### src/rtl/dma_job_scheduler.sv
// dma_job_scheduler
//   Round-robin front end for the DMA register block. Accepts jobs from
//   NUM_REQ requesters and runs one at a time: CONFIG write, CTRL write with
//   start, STATUS polling, TRANSFER_COUNT read, ERROR_STATUS clear, then a
//   one-cycle completion report.
//
// Ports
//   clk_i, rst_i        clock, asynchronous active-high reset
//   req_valid_i         per-requester job request, held until accepted
//   req_wcount_i        15-bit word count per requester (slice i = [15*i+:15])
//   req_cfg_i           9-bit CONFIG value per requester (slice i = [9*i+:9])
//   req_io_mem_i        CTRL io_mem bit per requester
//   req_ready_o         one-hot, one-cycle accept pulse
//   done_valid_o        one-cycle completion pulse
//   done_id_o           requester of the completed job
//   done_count_o        raw TRANSFER_COUNT read, 0 on timeout
//   done_err_o          job timed out
//   busy_o              high from accept through the completion pulse
//   wr_en_o, rd_en_o    DMA register write / read strobes
//   addr_o, wdata_o     DMA register address / write data (0 when idle)
//   rdata_i             DMA read data, valid the cycle after rd_en_o
//
// state     | meaning
// ----------+---------------------------------------------------------
// IDLE      | wait for a request, pick one round-robin
// WR_CFG    | write CONFIG
// WR_CTRL   | write CTRL with start
// WAIT      | POLL_GAP idle cycles before the next STATUS read
// POLL_RD   | read STATUS
// POLL_CHK  | inspect STATUS: done, timed out, or poll again
// RD_CNT    | read TRANSFER_COUNT
// CNT_CHK   | capture TRANSFER_COUNT
// CLR_ERR   | write ERROR_STATUS clear mask
// REPORT    | completion pulse

module dma_job_scheduler #(
    parameter int NUM_REQ  = 4,
    parameter int POLL_GAP = 2,
    parameter int TIMEOUT  = 1024
) (
    input  logic                       clk_i,
    input  logic                       rst_i,
    input  logic [NUM_REQ-1:0]         req_valid_i,
    input  logic [NUM_REQ*15-1:0]      req_wcount_i,
    input  logic [NUM_REQ*9-1:0]       req_cfg_i,
    input  logic [NUM_REQ-1:0]         req_io_mem_i,
    output logic [NUM_REQ-1:0]         req_ready_o,
    output logic                       done_valid_o,
    output logic [$clog2(NUM_REQ)-1:0] done_id_o,
    output logic [31:0]                done_count_o,
    output logic                       done_err_o,
    output logic                       busy_o,
    output logic                       wr_en_o,
    output logic                       rd_en_o,
    output logic [31:0]                addr_o,
    output logic [31:0]                wdata_o,
    input  logic [31:0]                rdata_i
);

    localparam int IW  = $clog2(NUM_REQ);
    localparam int PCW = $clog2(TIMEOUT + 1);
    localparam int GW  = (POLL_GAP > 1) ? $clog2(POLL_GAP) : 1;

    localparam logic [GW-1:0]  GAP_INIT  = GW'(POLL_GAP - 1);
    localparam logic [PCW-1:0] POLL_MAX  = PCW'(TIMEOUT);
    localparam logic [IW-1:0]  LAST_INIT = IW'(NUM_REQ - 1);

    localparam logic [31:0] ADDR_CTRL   = 32'h0000_0404;
    localparam logic [31:0] ADDR_STATUS = 32'h0000_0414;
    localparam logic [31:0] ADDR_TCOUNT = 32'h0000_0418;
    localparam logic [31:0] ADDR_ERRSTS = 32'h0000_0420;
    localparam logic [31:0] ADDR_CONFIG = 32'h0000_0424;
    localparam logic [31:0] ERR_CLR_ALL = 32'h0000_001F;

    typedef enum logic [3:0] {
        S_IDLE,
        S_WR_CFG,
        S_WR_CTRL,
        S_WAIT,
        S_POLL_RD,
        S_POLL_CHK,
        S_RD_CNT,
        S_CNT_CHK,
        S_CLR_ERR,
        S_REPORT
    } state_t;

    state_t           state_q, state_d;
    logic [IW-1:0]    last_grant_q, last_grant_d;
    logic [IW-1:0]    id_q, id_d;
    logic [14:0]      wcount_q, wcount_d;
    logic [8:0]       cfg_q, cfg_d;
    logic             io_mem_q, io_mem_d;
    logic [PCW-1:0]   poll_cnt_q, poll_cnt_d;
    logic [GW-1:0]    gap_q, gap_d;
    logic [31:0]      count_q, count_d;
    logic             err_q, err_d;

    logic [NUM_REQ-1:0] req_ready_d;
    logic               done_valid_d;
    logic [IW-1:0]      done_id_d;
    logic [31:0]        done_count_d;
    logic               done_err_d;
    logic               busy_d;
    logic               wr_en_d;
    logic               rd_en_d;
    logic [31:0]        addr_d;
    logic [31:0]        wdata_d;

    logic [14:0] wcount_arr [NUM_REQ];
    logic [8:0]  cfg_arr    [NUM_REQ];

    always_comb begin
        for (int i = 0; i < NUM_REQ; i++) begin
            wcount_arr[i] = req_wcount_i[15*i +: 15];
            cfg_arr[i]    = req_cfg_i[9*i +: 9];
        end
    end

    // Round-robin: first valid requester after the last one granted.
    logic [IW-1:0] grant;
    logic          grant_vld;

    always_comb begin
        int idx;
        grant     = '0;
        grant_vld = 1'b0;
        idx       = 0;
        for (int k = 1; k <= NUM_REQ; k++) begin
            idx = (int'(last_grant_q) + k) % NUM_REQ;
            if (!grant_vld && req_valid_i[IW'(idx)]) begin
                grant     = IW'(idx);
                grant_vld = 1'b1;
            end
        end
    end

    always_comb begin
        state_d      = state_q;
        last_grant_d = last_grant_q;
        id_d         = id_q;
        wcount_d     = wcount_q;
        cfg_d        = cfg_q;
        io_mem_d     = io_mem_q;
        poll_cnt_d   = poll_cnt_q;
        gap_d        = gap_q;
        count_d      = count_q;
        err_d        = err_q;
        req_ready_d  = '0;

        case (state_q)
            S_IDLE: begin
                if (grant_vld) begin
                    req_ready_d[grant] = 1'b1;
                    last_grant_d       = grant;
                    id_d               = grant;
                    wcount_d           = wcount_arr[grant];
                    cfg_d              = cfg_arr[grant];
                    io_mem_d           = req_io_mem_i[grant];
                    poll_cnt_d         = '0;
                    count_d            = '0;
                    err_d              = 1'b0;
                    state_d            = S_WR_CFG;
                end
            end
            S_WR_CFG:  state_d = S_WR_CTRL;
            S_WR_CTRL: begin
                gap_d   = GAP_INIT;
                state_d = S_WAIT;
            end
            S_WAIT: begin
                if (gap_q == '0) begin
                    state_d = S_POLL_RD;
                end else begin
                    gap_d = gap_q - GW'(1);
                end
            end
            S_POLL_RD: begin
                poll_cnt_d = poll_cnt_q + PCW'(1);
                state_d    = S_POLL_CHK;
            end
            S_POLL_CHK: begin
                // STATUS[1] = done, STATUS[0] = busy
                if (rdata_i[1] && !rdata_i[0]) begin
                    state_d = S_RD_CNT;
                end else if (poll_cnt_q == POLL_MAX) begin
                    err_d   = 1'b1;
                    count_d = '0;
                    state_d = S_CLR_ERR;
                end else begin
                    gap_d   = GAP_INIT;
                    state_d = S_WAIT;
                end
            end
            S_RD_CNT:  state_d = S_CNT_CHK;
            S_CNT_CHK: begin
                count_d = rdata_i;
                state_d = S_CLR_ERR;
            end
            S_CLR_ERR: state_d = S_REPORT;
            S_REPORT:  state_d = S_IDLE;
            default:   state_d = S_IDLE;
        endcase

        // Outputs are registered, so they are decoded from the state being entered.
        wr_en_d      = 1'b0;
        rd_en_d      = 1'b0;
        addr_d       = '0;
        wdata_d      = '0;
        done_valid_d = 1'b0;
        done_id_d    = '0;
        done_count_d = '0;
        done_err_d   = 1'b0;
        busy_d       = (state_d != S_IDLE);

        case (state_d)
            S_WR_CFG: begin
                wr_en_d = 1'b1;
                addr_d  = ADDR_CONFIG;
                wdata_d = {23'h0, cfg_d};
            end
            S_WR_CTRL: begin
                wr_en_d = 1'b1;
                addr_d  = ADDR_CTRL;
                wdata_d = {15'h0, io_mem_d, wcount_d, 1'b1};
            end
            S_POLL_RD: begin
                rd_en_d = 1'b1;
                addr_d  = ADDR_STATUS;
            end
            S_RD_CNT: begin
                rd_en_d = 1'b1;
                addr_d  = ADDR_TCOUNT;
            end
            S_CLR_ERR: begin
                wr_en_d = 1'b1;
                addr_d  = ADDR_ERRSTS;
                wdata_d = ERR_CLR_ALL;
            end
            S_REPORT: begin
                done_valid_d = 1'b1;
                done_id_d    = id_d;
                done_count_d = count_d;
                done_err_d   = err_d;
            end
            default: ;
        endcase
    end

    always_ff @(posedge clk_i or posedge rst_i) begin
        if (rst_i) begin
            state_q      <= S_IDLE;
            last_grant_q <= LAST_INIT;
            id_q         <= '0;
            wcount_q     <= '0;
            cfg_q        <= '0;
            io_mem_q     <= 1'b0;
            poll_cnt_q   <= '0;
            gap_q        <= '0;
            count_q      <= '0;
            err_q        <= 1'b0;
            req_ready_o  <= '0;
            done_valid_o <= 1'b0;
            done_id_o    <= '0;
            done_count_o <= '0;
            done_err_o   <= 1'b0;
            busy_o       <= 1'b0;
            wr_en_o      <= 1'b0;
            rd_en_o      <= 1'b0;
            addr_o       <= '0;
            wdata_o      <= '0;
        end else begin
            state_q      <= state_d;
            last_grant_q <= last_grant_d;
            id_q         <= id_d;
            wcount_q     <= wcount_d;
            cfg_q        <= cfg_d;
            io_mem_q     <= io_mem_d;
            poll_cnt_q   <= poll_cnt_d;
            gap_q        <= gap_d;
            count_q      <= count_d;
            err_q        <= err_d;
            req_ready_o  <= req_ready_d;
            done_valid_o <= done_valid_d;
            done_id_o    <= done_id_d;
            done_count_o <= done_count_d;
            done_err_o   <= done_err_d;
            busy_o       <= busy_d;
            wr_en_o      <= wr_en_d;
            rd_en_o      <= rd_en_d;
            addr_o       <= addr_d;
            wdata_o      <= wdata_d;
        end
    end

endmodule

### config.mk
export PLATFORM = sky130hd
export DESIGN_NAME = dma_job_scheduler
export DESIGN_NICKNAME = d
export VERILOG_FILES = /design/src/rtl/dma_job_scheduler.sv
export SDC_FILE = /design/constraint.sdc
export NUM_CORES = 1
export LEC_CHECK = 0
export CORE_MARGIN = 4
export CORE_UTILIZATION = 40
export DETAILED_ROUTE_END_ITERATION = 6
export PLACE_DENSITY = 0.77
export SETUP_SLACK_MARGIN = 0.2
export SYNTH_ARGS = -nofsm -noshare
export SYNTH_HDL_FRONTEND = slang
export SYNTH_SLANG_ARGS = --single-unit
### constraint.sdc
create_clock -name clk_i -period 8.5 [get_ports clk_i]
set_input_delay 2.125 -clock clk_i [delete_from_list [all_inputs] [get_ports clk_i]]
set_output_delay 2.125 -clock clk_i [all_outputs]
set_load 0.02 [all_outputs]
==> impl_metrics.py <==
metrics = {
    "sta": {
        "rsz0062_at_grt": "no",
        "setup_tns_ps": 0,
        "timing.fmax_ghz": 0.224,
        "hold_ws_ps": 478,
        "hold_viol": 0,
        "fin_crit_ps": 4460,
        "setup_violations": 0,
        "drv_slew": 0,
        "worstMarginPinSlew_ps": 1250,
        "slew_headroom": 0.167,
        "min_period_over_period": 0.525,
        "finClkSkew_ps": 8.42,
    },
    "routing": {
        "final_antenna_net_count": 0,
        "wl_met2_um": 8970,
        "met1_length_um": 7470,
        "via_per_inst": 5.45,
        "wl_met3_um": 1180,
        "top_layer_used": "met4",
        "drc_errors": 0,
        "wl_um": 18000,
        "drt_iter0_markers": 386,
        "avgRoutedWirePerCell_um": 18.8,
        "firstDrtPassIters": 5,
        "route.vias.total": 5229,
    },
    "synthesis": {
        "synth-async-reset-ratio": 1.00,
        "seq_area_frac_synth": 0.541,
        "yosys-top-cells-area": "dfrtp_1 (53%), buf_4 (5.6%), a22o_1 (4.7%), and2_1 (3.9%), o21ai_0 (1.9%)",
        "synth-simple-area-share": 0.166,
        "synth-edff-count": 0,
        "synth-seq-cells": 134,
        "yosys_warnings": 0,
        "syn_area_um2": 6200,
        "synth_area_leader_cell": "dfrtp_1",
        "synth_cells": 569,
        "syn_area_per_cell_um2": 10.9,
        "synthXorXnorAreaFrac": 0.00282,
        "synth_top_area_frac": 0.533,
        "synth_cell_types": 64,
        "synth_compound_area_frac": 0.190,
        "synth_mux_area_frac": 0.00323,
        "synth-adder-area-share": 0.00403,
        "synth_top_family_by_area": "compound AO/OA/AOI/OAI gates",
        "synth_ff_type": "dfrtp_1",
    },
    "power": {
        "intPower_mw": 1.67,
        "p_sw_frac": 0.350,
        "power_mw": 2.57,
        "power_frac_comb": 0.360,
        "pwr-share-clk": 0.285,
        "switching_power_mw": 0.901,
        "p_per_area_nw_per_um2": 295,
        "p_leak_nw": 3.84,
        "vdd_ir_drop_max_mv": 0.168,
        "seq_power_share": 0.355,
    },
    "critical_path": {
        "worstRegToRegCells": 5,
        "regToRegStartpoint": "state_q[1]$_DFF_PP0_",
        "cpLargestDelayFamily": "simple AND/OR/NAND/NOR gates",
        "cp-end-kind": "flip-flop",
        "critPathArrivalTime_ps": 4800,
        "crit_chain": "clkdlybuf4s50_1, or4_1, and3_1, buf_4, nor2_8, a22o_1",
        "worstSetupStartpointType": "primary input",
        "required_ps": 8840,
        "worst-path-buf-inv": 2,
        "r2r-end": "busy_o$_DFF_PP0_",
        "crit_path_max_fanout": 35,
        "critPathKind": "in2reg",
        "rrSetupSlack_ps": 5790,
        "cpPeakStageDelay_ps": 690,
        "crit_path_top_delay_cell": "clkdlybuf4s50_1",
    },
    "cts": {
        "cts_root_buf": "clkbuf_16",
        "clk_pin_slew_ps": 50,
        "cts_max_level": 4,
        "clockBufferDepth": 2,
        "cts_sinks": 134,
        "clock_latency_ps": 410,
        "cts_setup_buffers": 0,
        "holdBufCountCts": 0,
        "cts.repair.resized": 0,
        "numCtsBuffers": 17,
        "cts_tree": "yes",
    },
    "finish": {
        "final_common_cell": "clkdlybuf4s50_1",
        "antennaDiodeCount": 0,
        "final_nets": 900,
        "final_core_util": 0.575,
        "final_cell_mix": "clkdlybuf4s50_1 (202), dfrtp_1 (132), conb_1 (42)",
        "syn2layout_area_growth_pct": 40.9,
        "final_area_um2": 8740,
        "drive_above_1_share": 0.0725,
    },
    "place": {
        "place_area_um2": 8140,
        "post-dp-hpwl_um": 13300,
        "routabilityCongestion": 0.957,
        "portBuffers": 202,
    },
    "die": {
        "die_y_um": 133,
        "io_pins": 245,
        "core_area_um2": 15200,
        "fp.dieArea_um2": 17600,
        "die_x_um": 133,
        "num_rows": 45,
        "initial_core_util": 0.408,
    },
    "status": {
        "status": "finished, final reports clean",
    },
    "worst_hold_path": {
        "hp-start": "id_q[1]$_DFF_PP0_",
        "hold_class": "reg2reg",
        "hold_end": "id_q[1]$_DFF_PP0_",
        "hold_depth": 2,
    },
    "grt": {
        "grt_overflow": 0,
        "grt_usage": 0.201,
        "grt_pass1_vias": 5048,
        "grt_first_pass_wirelength_um": 27700,
        "grt_start_max_net_pins": 79,
        "antenna_found_initial": 0,
    },
    "job": {
        "max_cap_viol_count": 0,
    },
}
-- power by group through the flow --
stage | registers [mW] | clock network, mW | logic (mW)
detailed placement | 0.922 | 0 | 0.912
CTS | 0.913 | 0.747 | 0.917
global route | 0.935 | 0.774 | 0.995
finish | 0.915 | 0.733 | 0.926
global placement | 0.915 | 0 | 0.885
floorplan | 0.941 | 0 | 0.586
-- stage by stage --
step / instances / setup slack [ps]
2_1_floorplan: 610 / 2800
3_3_place_gp: 929 / 3740
3_5_place_dp: 929 / 3630
4_1_cts: 960 / 4080
5_1_grt: 960 / 3880
6_report: 960 / 4040
-- kinds of logic (layout without fill, tap and decap cells) --
| logic type | count (synthesis) | in the layout |
|---|---|---|
| and+or+nand+nor | 180 | 180 |
| AOI/OAI and AO/OA | 158 | 158 |
| DFF | 134 | 134 |
| buffers and inverters | 90 | 252 |
| adders and majority gates | 2 | 2 |
| xor gates and xnor gates | 2 | 2 |
| muxes | 2 | 2 |
| other | 1 | 42 |
-- layout make-up --
cell class,count,area (um^2)
fillers,1213,6460
flip-flops and latches,134,3360
multi-input cells,386,2430
repair buffers,209,2070
clock buffers,20,447
well taps,188,235
clock inverters,11,151
inverters,12,47.5
-- sequential cells by signal, summed over array words and instances, names as in the netlist --
register / flops
count_q: 32
done_valid_o: 1
err_q: 1
id_q: 2
req_ready_o: 4
done_id_o: 2
wdata_o: 17
wr_en_o: 1
io_mem_q: 1
poll_cnt_q: 11
addr_o: 5
last_grant_q: 2
done_count_o: 32
rd_en_o: 1
state_q: 4
done_err_o: 1
gap_q: 1
wcount_q: 15
busy_o: 1
-- Yosys cell counts (all sizes together), types with 11 or more instances --
cell,count
nor2,33
nor3,16
nand2,27
and2,39
inv,12
o21ai,28
clkbuf,12
buf,66
a22o,33
dfrtp,132
a21oi,15
o22ai,14
nand3,19
nand3b,11
-- per-layer routing --
layer  track usage  vias up
li1              -     2361
met1         0.260     2594
met2         0.330      248
met3        0.0479       26
met4        0.0739        0
met5             0        -
-- how the worst max path moves through the flow --
| stage | start | end | depth (start not counted) |
|---|---|---|---|
| final | req_valid_i[3] | count_q[23]$_DFF_PP0_ | 6 |
| after global routing | req_valid_i[3] | count_q[23]$_DFF_PP0_ | 6 |
| after CTS | req_valid_i[3] | count_q[23]$_DFF_PP0_ | 6 |
| after detailed placement | req_valid_i[3] | count_q[18]$_DFF_PP0_ | 6 |
| after global placement | req_valid_i[3] | addr_o[10]$_DFF_PP0_ | 6 |
| after floorplan | rst_i | addr_o[10]$_DFF_PP0_ | 1 |
-- tightest hold or removal path, delay by kind of cell, from the launching register on --
family	cells	cell delay, ps
AOI/OAI and AO/OA	1	60
DFF	1	330
and+or+nand+nor	1	40
Power figures use the tool's default switching activity.
